`src/rtl/mem_port_arbiter.sv`:
```
// Round-robin sequencer for the unified single-ported memory: fetch vs load/store,
// with alignment check and read-modify-write for sub-doubleword stores.
module mem_port_arbiter #(
  parameter int DATA_W  = 64,
  parameter int MEM_LAT = 1
) (
  input  logic              clk,
  input  logic              Reset,
  input  logic              IReq,
  input  logic [31:0]       IAddr,
  output logic              IAck,
  output logic [31:0]       IRData,
  input  logic              DReq,
  input  logic              DWe,
  input  logic [31:0]       DAddr,
  input  logic [DATA_W-1:0] DWData,
  input  logic [1:0]        DTam,
  output logic              DAck,
  output logic [DATA_W-1:0] DRData,
  output logic              DErr,
  output logic [31:0]       MemAddr,
  output logic [DATA_W-1:0] MemWData,
  output logic              MemWr,
  input  logic [DATA_W-1:0] MemRData,
  output logic              Busy,
  output logic [2:0]        ArbState
);

  typedef enum logic [2:0] {
    IDLE = 3'd0, CHK = 3'd1, RD = 3'd2, RMW_RD = 3'd3,
    RMW_WR = 3'd4, WR = 3'd5, ACK = 3'd6
  } state_t;

  state_t              state_q;
  logic                last_q;   // 1: fetch was granted last
  logic                gnt_q;    // 1: fetch owns the current cycle
  logic [1:0]          cnt_q;
  logic                iack_q, dack_q, derr_q, memwr_q;
  logic [31:0]         irdata_q, memaddr_q;
  logic [DATA_W-1:0]   drdata_q, memwdata_q;

  logic                misal, lat_done, dreq_eff, take_i;
  logic [5:0]          sh;
  logic [DATA_W-1:0]   lmask, ld_lane, merged;
  logic                unused_iaddr;

  assign unused_iaddr = ^IAddr[1:0];
  assign sh           = {DAddr[2:0], 3'b000};
  assign lat_done     = (cnt_q == 2'(MEM_LAT));
  // DReq is still up during its own DErr cycle; that is not a new request.
  assign dreq_eff     = DReq && !derr_q;
  assign take_i       = IReq && (!dreq_eff || !last_q);

  always_comb begin
    misal = 1'b0;
    lmask = '1;
    case (DTam)
      2'b00: begin misal = (DAddr[2:0] != 3'b000); lmask = '1; end
      2'b01: begin misal = (DAddr[1:0] != 2'b00);  lmask = DATA_W'(32'hFFFF_FFFF); end
      2'b10: begin misal = DAddr[0];               lmask = DATA_W'(16'hFFFF); end
      default: begin misal = 1'b0;                 lmask = DATA_W'(8'hFF); end
    endcase
    // Accesses past CHK are aligned, so one byte-offset shift serves every size.
    ld_lane = (MemRData >> sh) & lmask;
    merged  = (MemRData & ~(lmask << sh)) | ((DWData & lmask) << sh);
  end

  always_ff @(posedge clk or posedge Reset) begin
    if (Reset) begin
      state_q    <= IDLE;
      last_q     <= 1'b0;
      gnt_q      <= 1'b0;
      cnt_q      <= '0;
      iack_q     <= 1'b0;
      dack_q     <= 1'b0;
      derr_q     <= 1'b0;
      memwr_q    <= 1'b0;
      irdata_q   <= '0;
      drdata_q   <= '0;
      memaddr_q  <= '0;
      memwdata_q <= '0;
    end else begin
      iack_q  <= 1'b0;
      dack_q  <= 1'b0;
      derr_q  <= 1'b0;
      memwr_q <= 1'b0;
      case (state_q)
        IDLE: begin
          if (take_i) begin
            gnt_q     <= 1'b1;
            memaddr_q <= {IAddr[31:3], 3'b000};
            cnt_q     <= '0;
            state_q   <= RD;
          end else if (dreq_eff) begin
            gnt_q   <= 1'b0;
            state_q <= CHK;
          end
        end
        CHK: begin
          if (misal) begin
            derr_q  <= 1'b1;
            state_q <= IDLE;
          end else begin
            memaddr_q <= {DAddr[31:3], 3'b000};
            cnt_q     <= '0;
            if (!DWe) begin
              state_q <= RD;
            end else if (DTam == 2'b00) begin
              memwr_q    <= 1'b1;
              memwdata_q <= DWData;
              state_q    <= WR;
            end else begin
              state_q <= RMW_RD;
            end
          end
        end
        RD: begin
          if (lat_done) begin
            if (gnt_q) begin
              irdata_q <= IAddr[2] ? MemRData[63:32] : MemRData[31:0];
              iack_q   <= 1'b1;
            end else begin
              drdata_q <= ld_lane;
              dack_q   <= 1'b1;
            end
            state_q <= ACK;
          end else begin
            cnt_q <= cnt_q + 2'd1;
          end
        end
        RMW_RD: begin
          if (lat_done) begin
            memwdata_q <= merged;
            memwr_q    <= 1'b1;
            state_q    <= RMW_WR;
          end else begin
            cnt_q <= cnt_q + 2'd1;
          end
        end
        RMW_WR, WR: begin
          dack_q  <= 1'b1;
          state_q <= ACK;
        end
        ACK: begin
          last_q  <= gnt_q;
          state_q <= IDLE;
        end
        default: state_q <= IDLE;
      endcase
    end
  end

  assign IAck     = iack_q;
  assign IRData   = irdata_q;
  assign DAck     = dack_q;
  assign DRData   = drdata_q;
  assign DErr     = derr_q;
  assign MemAddr  = memaddr_q;
  assign MemWData = memwdata_q;
  assign MemWr    = memwr_q;
  assign Busy     = (state_q != IDLE);
  assign ArbState = state_q;

endmodule

```
`config.mk`:
```
export PLATFORM = sky130hd
export DESIGN_NAME = mem_port_arbiter
export DESIGN_NICKNAME = d
export VERILOG_FILES = /design/src/rtl/mem_port_arbiter.sv
export SDC_FILE = /design/constraint.sdc
export NUM_CORES = 1
export LEC_CHECK = 0
export ABC_CLOCK_PERIOD_IN_PS = 6700
export CAP_MARGIN = 20
export CELL_PAD_IN_SITES_DETAIL_PLACEMENT = 1
export CELL_PAD_IN_SITES_GLOBAL_PLACEMENT = 2
export CORE_UTILIZATION = 28
export DETAILED_ROUTE_END_ITERATION = 7
export PLACE_DENSITY = 0.83
export SLEW_MARGIN = 20
export SYNTH_ARGS = -nofsm -noshare
export SYNTH_HDL_FRONTEND = slang
export SYNTH_SLANG_ARGS = --single-unit
```
`constraint.sdc`:
```
create_clock -name clk -period 6.7 [get_ports clk]
set_clock_uncertainty 0.15 [all_clocks]
set_input_delay 0.67 -clock clk [delete_from_list [all_inputs] [get_ports clk]]
set_output_delay 0.67 -clock clk [all_outputs]
set_load 0.005 [all_outputs]
```
==> run_results.csv, run 1 <==
group,metric,value,unit
setup_path,path_cells,"clkdlybuf4s50_1, buf_4, inv_1, a21oi_1, o221ai_1, a21boi_4, mux2_2",
floorplan,core_area,43400,sq um
logic_synthesis,synth_cell_types,69,
grt,grt_usage,0.270,
grt,grt_max_degree,116,
min_path,hp-class,"reg2reg",
clock_tree,cts.sinks,200,
route,post-route-drc-count,0,
clock_tree,htreeDepth,4,
run,maxCapViolCount,0,
route,drt_iter0_markers,1213,
timing,slew_violations,0,
setup_path,cp_data_arrival_time,3.87,ns
timing,period_share,0.547,
power_and_ir_drop,powerDensity,346,nW/um^2
final_layout,layout.nets,1816,
final_layout,final_common_cell,"clkdlybuf4s50_1",
floorplan,ios,399,
timing,rsz0062_at_grt,"false",
timing,fmaxAchievable,0.273,GHz
placement,dp_hpwl,46300,um
grt,antenna_found_initial,3,
clock_tree,cts_resized,0,
placement,port_buffers,393,
route,wl_per_cell,27.6,um
placement,dp.cells,2182,
setup_path,endpoint_kind,"register",
floorplan,rows,76,
grt,grt_pass1_wl,87600,um
final_layout,drive_gt1_frac,0.103,
route,viasPerCell,5.62,
status,status,"completed",
floorplan,fp.dieH,213,um
power_and_ir_drop,ir_drop,0.146,mV
timing,final_hold_viol_count,0,
clock_tree,cts_buffer_depth,2,
timing,fin_setup_tns,0,ns
floorplan,dieArea,45200,sq um
floorplan,die_x,213,um
setup_path,crit_fanout,35,
route,routed_wl,61200,um
clock_tree,cts_tree,"yes",
clock_tree,cts.clk_slew.worst_paths,0.07,ns
power_and_ir_drop,p_total,0.00595,W
clock_tree,postCtsSetupRepairBufs,0,
logic_synthesis,ys_ff_latch,200,
clock_tree,cts_buffers,17,
final_layout,final_cells,2217,
clock_tree,ctsHoldBuffers,0,
final_layout,final.fill_count,4921,
logic_synthesis,netlist_instances,1303,
setup_path,start_kind,"input pin",
logic_synthesis,synthFlopType,"dfrtp_1",
final_layout,area_growth,38.4,%
placement,place_congestion,0.923,
timing,tightest_slew,0.997,ns
timing,setup_viol,0,
setup_path,required,6.90,ns
route,ant_nets,0,
logic_synthesis,synth_area_leaders,"dfrtp_1 (40%), mux2i_1 (10%), mux2_2 (6.5%)",
timing,layout_min_cycle_time,3.67,ns
logic_synthesis,yosys.area.top_type_share,0.403,
timing,hold_ws,0.335,ns
clock_tree,clock_latency,0.47,ns
grt,grt_pass1_vias,12600,
timing,slew_headroom,0.333,
logic_synthesis,synth.avg_cell_area,9.53,sq um
route,route.vias.total,12500,
setup_path,cp_slowest_cell,"a21boi_4",
logic_synthesis,netlist_area,12400,sq um
setup_path,critPathMaxStageDelay,0.87,ns
logic_synthesis,synth.largest_area_cell,"dfrtp_1",
logic_synthesis,synth-edff-count,0,
grt,grt.overflow.total,0,
floorplan,start_util,0.286,
logic_synthesis,synthArstFlopShare,1.00,
clock_tree,cts-root-buf,"clkbuf_16",
power_and_ir_drop,power_leakage,7.00,nW
final_layout,layout_common_cells,"clkdlybuf4s50_1 (389), nand2_1 (204), dfrtp_1 (200)",
route,first_pass_iters,6,
logic_synthesis,yosys_warnings,0,
setup_path,path_class,"in2reg",
logic_synthesis,yosysSeqAreaShare,0.403,
-- report_power, final --
group	internal, W	total [W]	leakage, nW	switching [W]
registers	0.00174	0.00208	2.51	0.000340
logic	0.00153	0.00285	4.22	0.00133
clock network	0.000514	0.00101	0.265	0.000500
total	0.00378	0.00595	7.00	0.00217
-- synth_stat cells, types with 4 or more instances --
cell type and instances:
o21a_1 7, a21oi_1 41, a22oi_1 11, a211oi_1 15, nand2_1 205, nor2b_1 21, a311oi_1 6, a221oi_1 23
o2bb2ai_1 11, o32ai_1 4, buf_6 12, inv_1 9, nor3_1 7, a32o_1 8, nor2_1 49, mux2i_1 124
mux4_2 8, a21o_1 4, o31ai_1 14, buf_2 26, nand3_1 6, a221o_1 14, mux2_4 6, o21ai_0 156
dfrtp_1 200, a31o_2 9, buf_1 10, o21ai_1 32, buf_4 17, o211ai_1 4, clkbuf_1 51, mux2_2 72
a2111oi_0 4, or3_1 7, a222oi_1 7, a32oi_1 9, a21boi_0 5, a22o_1 35, and2_1 8
-- registers in the layout, summed over array words and instances, names as in the netlist --
name      flops
DRData       64
MemWData     64
IRData       32
MemAddr      29
ArbState      3
cnt_q         2
DAck          1
DErr          1
IAck          1
MemWr         1
gnt_q         1
last_q        1
-- cell type report --
type	instances	area [sq um]	share of cell area
multi-input combinational	977	6790	0.395
clock inverter	9	67.6	0.00393
sequential	200	5000	0.291
clock buffer	22	484	0.0282
tap	585	732	0.0426
antenna	4	10.0	0.000583
timing repair buffer	409	4040	0.235
inverter	11	50.0	0.00291
-- metrics by stage --
stage	instance area (sq um)	setup slack, ns	util
after CTS	17200	3.08	0.396
after global routing	17200	2.79	0.396
final	17200	3.03	0.396
after detailed placement	16600	2.57	0.383
after global placement	16600	2.63	0.383
after floorplan	12400	0.426	-
-- layer usage --
metal / track usage / share of wire
met5: 0 / 0
met4: 0.0888 / 0.026
met3: 0.0567 / 0.086
met2: 0.434 / 0.47
met1: 0.358 / 0.42
-- logic make-up (layout without fill, tap and decap cells) --
kind of cell / count (synthesis) / after routing / synth area share
flip-flops: 200 / 200 / 0.403
AO/OA/AOI/OAI: 436 / 436 / 0.237
multiplexers: 210 / 210 / 0.187
other: 1 / 7 / 0.000302
AND/OR/NAND/NOR: 327 / 327 / 0.117
adder cells (fa/ha/maj): 1 / 1 / 0.00101
buffers and inverters: 128 / 451 / 0.0547
-- worst paths after layout --
path                       startpoint  cells after the start  slack (ns)            to
max in group asynchronous       Reset                      3        4.49   MemWData[4]
min reg2reg                 IRData[5]                      2        0.33     IRData[5]
max                           DTam[1]                      7        3.03   MemAddr[13]
max reg2reg                  cnt_q[1]                      8        3.73    DRData[32]
min                         IRData[5]                      2        0.33     IRData[5]
min in group asynchronous       Reset                      2        0.56  MemWData[58]
-- worst max-delay path, delay by kind of cell --
family                 cells  cell delay (ns)
muxes                      1             0.43
buffers and inverters      3             1.30
AOI/OAI and AO/OA          3             1.44
(Power assumes the default switching activity.)
==> run 2: changes to the inputs <==
--- a/config.mk
+++ b/config.mk
@@ -5,7 +5,7 @@
 export SDC_FILE = /design/constraint.sdc
 export NUM_CORES = 1
 export LEC_CHECK = 0
-export ABC_CLOCK_PERIOD_IN_PS = 6700
+export ABC_CLOCK_PERIOD_IN_PS = 3500
 export CAP_MARGIN = 20
 export CELL_PAD_IN_SITES_DETAIL_PLACEMENT = 1
 export CELL_PAD_IN_SITES_GLOBAL_PLACEMENT = 2
==> constraint.sdc (replaced) <==
create_clock -name clk -period 3.5 [get_ports clk]
set_clock_uncertainty 0.15 [all_clocks]
set_input_delay 0.35 -clock clk [delete_from_list [all_inputs] [get_ports clk]]
set_output_delay 0.35 -clock clk [all_outputs]
set_load 0.005 [all_outputs]
==> run 2 against run 1 <==
Sequential share of layout area fell by 0.72 points. Cell area is 2.5% higher. Hold slack worse by 0.062 ns. Critical path type unchanged. Global-route usage grew 0.90 points. First-iteration DRC count is 2.1% higher. Combinational power grew 96%. Largest cell class unchanged. Setup slack got worse by 2.4 ns. Non-clock buffer count is 46 higher. Highest routed layer is now met5. Critical endpoint is now MemWData[28].
==> run_results.csv, run 2 (same netlist as run 1, synthesis figures left out) <==
group,metric,value,unit
timing,fmaxAchievable,0.349,GHz
final_layout,final_common_cell,"clkdlybuf4s50_1",
power_and_ir_drop,ir_drop,0.313,mV
clock_tree,cts_buffer_depth,2,
grt,grt_max_degree,90,
setup_path,rr_startpoint,"cnt_q[1]",
setup_path,cp-startpoint,"DTam[0]",
setup_path,crit_fanout,9,
clock_tree,cts-root-buf,"clkbuf_16",
floorplan,die_x,213,um
grt,grt_usage,0.279,
timing,period_share,0.818,
route,ant_nets,0,
power_and_ir_drop,power_leakage,7.25,nW
timing,slew_violations,0,
grt,grt_pass1_wl,90500,um
power_and_ir_drop,p_sw_frac,0.365,
setup_path,ff2ff_path_depth,7,
setup_path,endpoint,"MemWData[28]",
floorplan,rows,76,
final_layout,postLayoutCellArea,17600,sq um
placement,port_buffers,393,
final_layout,layout_common_cells,"clkdlybuf4s50_1 (389), nand2_1 (204), dfrtp_1 (200)",
route,first_pass_iters,7,
setup_path,rr_endpoint,"DRData[62]",
power_and_ir_drop,p_sw,0.00423,W
route,route.vias.total,12800,
setup_path,path_class,"in2reg",
floorplan,fp.dieH,213,um
placement,placedInstanceArea,17000,sq um
final_layout,multi_input_area,6780,sq um
final_layout,area_growth,41.9,%
floorplan,start_util,0.286,
power_and_ir_drop,powerDensity,658,nW/um^2
power_and_ir_drop,pwr-share-clk,0.177,
setup_path,endpoint_kind,"register",
route,routed_wl,63000,um
placement,dp_hpwl,48900,um
clock_tree,htreeDepth,4,
setup_path,required,3.70,ns
timing,setup_viol,0,
route,post-route-drc-count,0,
clock_tree,cts.clk_slew.worst_paths,0.08,ns
clock_tree,postCtsSetupRepairBufs,0,
floorplan,core_area,43400,sq um
timing,final_hold_viol_count,0,
power_and_ir_drop,pwr-share-seq,0.343,
final_layout,layout.nets,1862,
grt,grt.overflow.total,0,
run,maxCapViolCount,0,
route,drt_iter0_markers,1238,
timing,layout_min_cycle_time,2.86,ns
clock_tree,cts_tree,"yes",
placement,place_congestion,0.941,
power_and_ir_drop,p_comb_frac,0.481,
route,viasPerCell,5.64,
setup_path,start_kind,"input pin",
route,wl_per_cell,27.8,um
timing,tightest_slew,1.06,ns
status,status,"completed",
setup_path,r2r_slack,0.85,ns
final_layout,final.fill_count,4972,
grt,antenna_found_initial,2,
grt,grt_pass1_vias,13000,
power_and_ir_drop,intPower,0.00737,W
clock_tree,clock_latency,0.48,ns
clock_tree,cts.sinks,200,
final_layout,seqCellArea,5000,sq um
timing,slew_headroom,0.292,
final_layout,drive_gt1_frac,0.129,
setup_path,cp_data_arrival_time,3.06,ns
min_path,hp-class,"in2async",
floorplan,ios,399,
timing,fin_setup_tns,0,ns
clock_tree,ctsHoldBuffers,0,
clock_tree,cts_resized,0,
clock_tree,cts_buffers,17,
floorplan,dieArea,45200,sq um
timing,rsz0062_at_grt,"false",
run 2: changes by cell type in the layout (fill, tap and decap cells not counted), moves of 2 or more:
| cell | previous run | this run |
|---|---|---|
| inv_6 | 1 | 6 |
| buf_4 | 15 | 56 |
| clkinv_2 | 3 | 1 |
| clkbuf_8 | 4 | 2 |
| buf_12 | 0 | 6 |
| diode_2 | 4 | 1 |
run 2: worst min-delay path by stage:
stage                       startpoint  cells after the start      endpoint
after floorplan           MemWData[16]                      2  MemWData[16]
after global placement      IRData[19]                      2    IRData[19]
after detailed placement  MemWData[23]                      2  MemWData[23]
after CTS                     DAddr[2]                      3  MemWData[57]
after global routing          DAddr[2]                      3  MemWData[57]
final                            Reset                      2  MemWData[11]
run 2: through the flow:
| step | instances | setup WS [ns] | power, W | util | hold WS (ns) |
|---|---|---|---|---|---|
| after floorplan | 1305 | 0.412 | 0.00618 | - | 0.323 |
| after global placement | 2228 | 0.227 | 0.00945 | 0.393 | 0.312 |
| after detailed placement | 2228 | 0.242 | 0.00961 | 0.393 | 0.318 |
| after CTS | 2260 | 0.637 | 0.0117 | 0.406 | 0.240 |
| after global routing | 2261 | 0.613 | 0.0123 | 0.406 | 0.279 |
| final | 2261 | 0.638 | 0.0116 | 0.406 | 0.272 |
run 2: final cells by class:
class,count,area share
clock buffers,19,0.0257
repair buffers,455,0.253
flip-flops and latches,200,0.284
well taps,585,0.0416
inverters,11,0.00263
clock inverters,13,0.00760
diodes,1,0.000142
multi-input cells,977,0.385
run 2: power by group through the flow:
stage | Clock, W | Combinational [W] | Sequential, W
finish | 0.00205 | 0.00558 | 0.00398
detailed placement | 0 | 0.00559 | 0.00402
floorplan | 0 | 0.00222 | 0.00396
CTS | 0.00211 | 0.00562 | 0.00399
global placement | 0 | 0.00547 | 0.00398
global route | 0.00217 | 0.00601 | 0.00411
run 2: critical path: stages:
cell and delay, ns:
clkdlybuf4s50_1 0.73, nand2_1 0.46, a22oi_1 0.61, o21ai_0 0.29, a221oi_1 0.48, o21ai_1 0.13
run 2: metal layers:
layer	up-vias	track usage	wire (um)
li1	5550	-	-
met1	6471	0.375	26800
met2	653	0.439	29000
met3	79	0.0614	5620
met4	2	0.0960	1580
met5	-	0	11
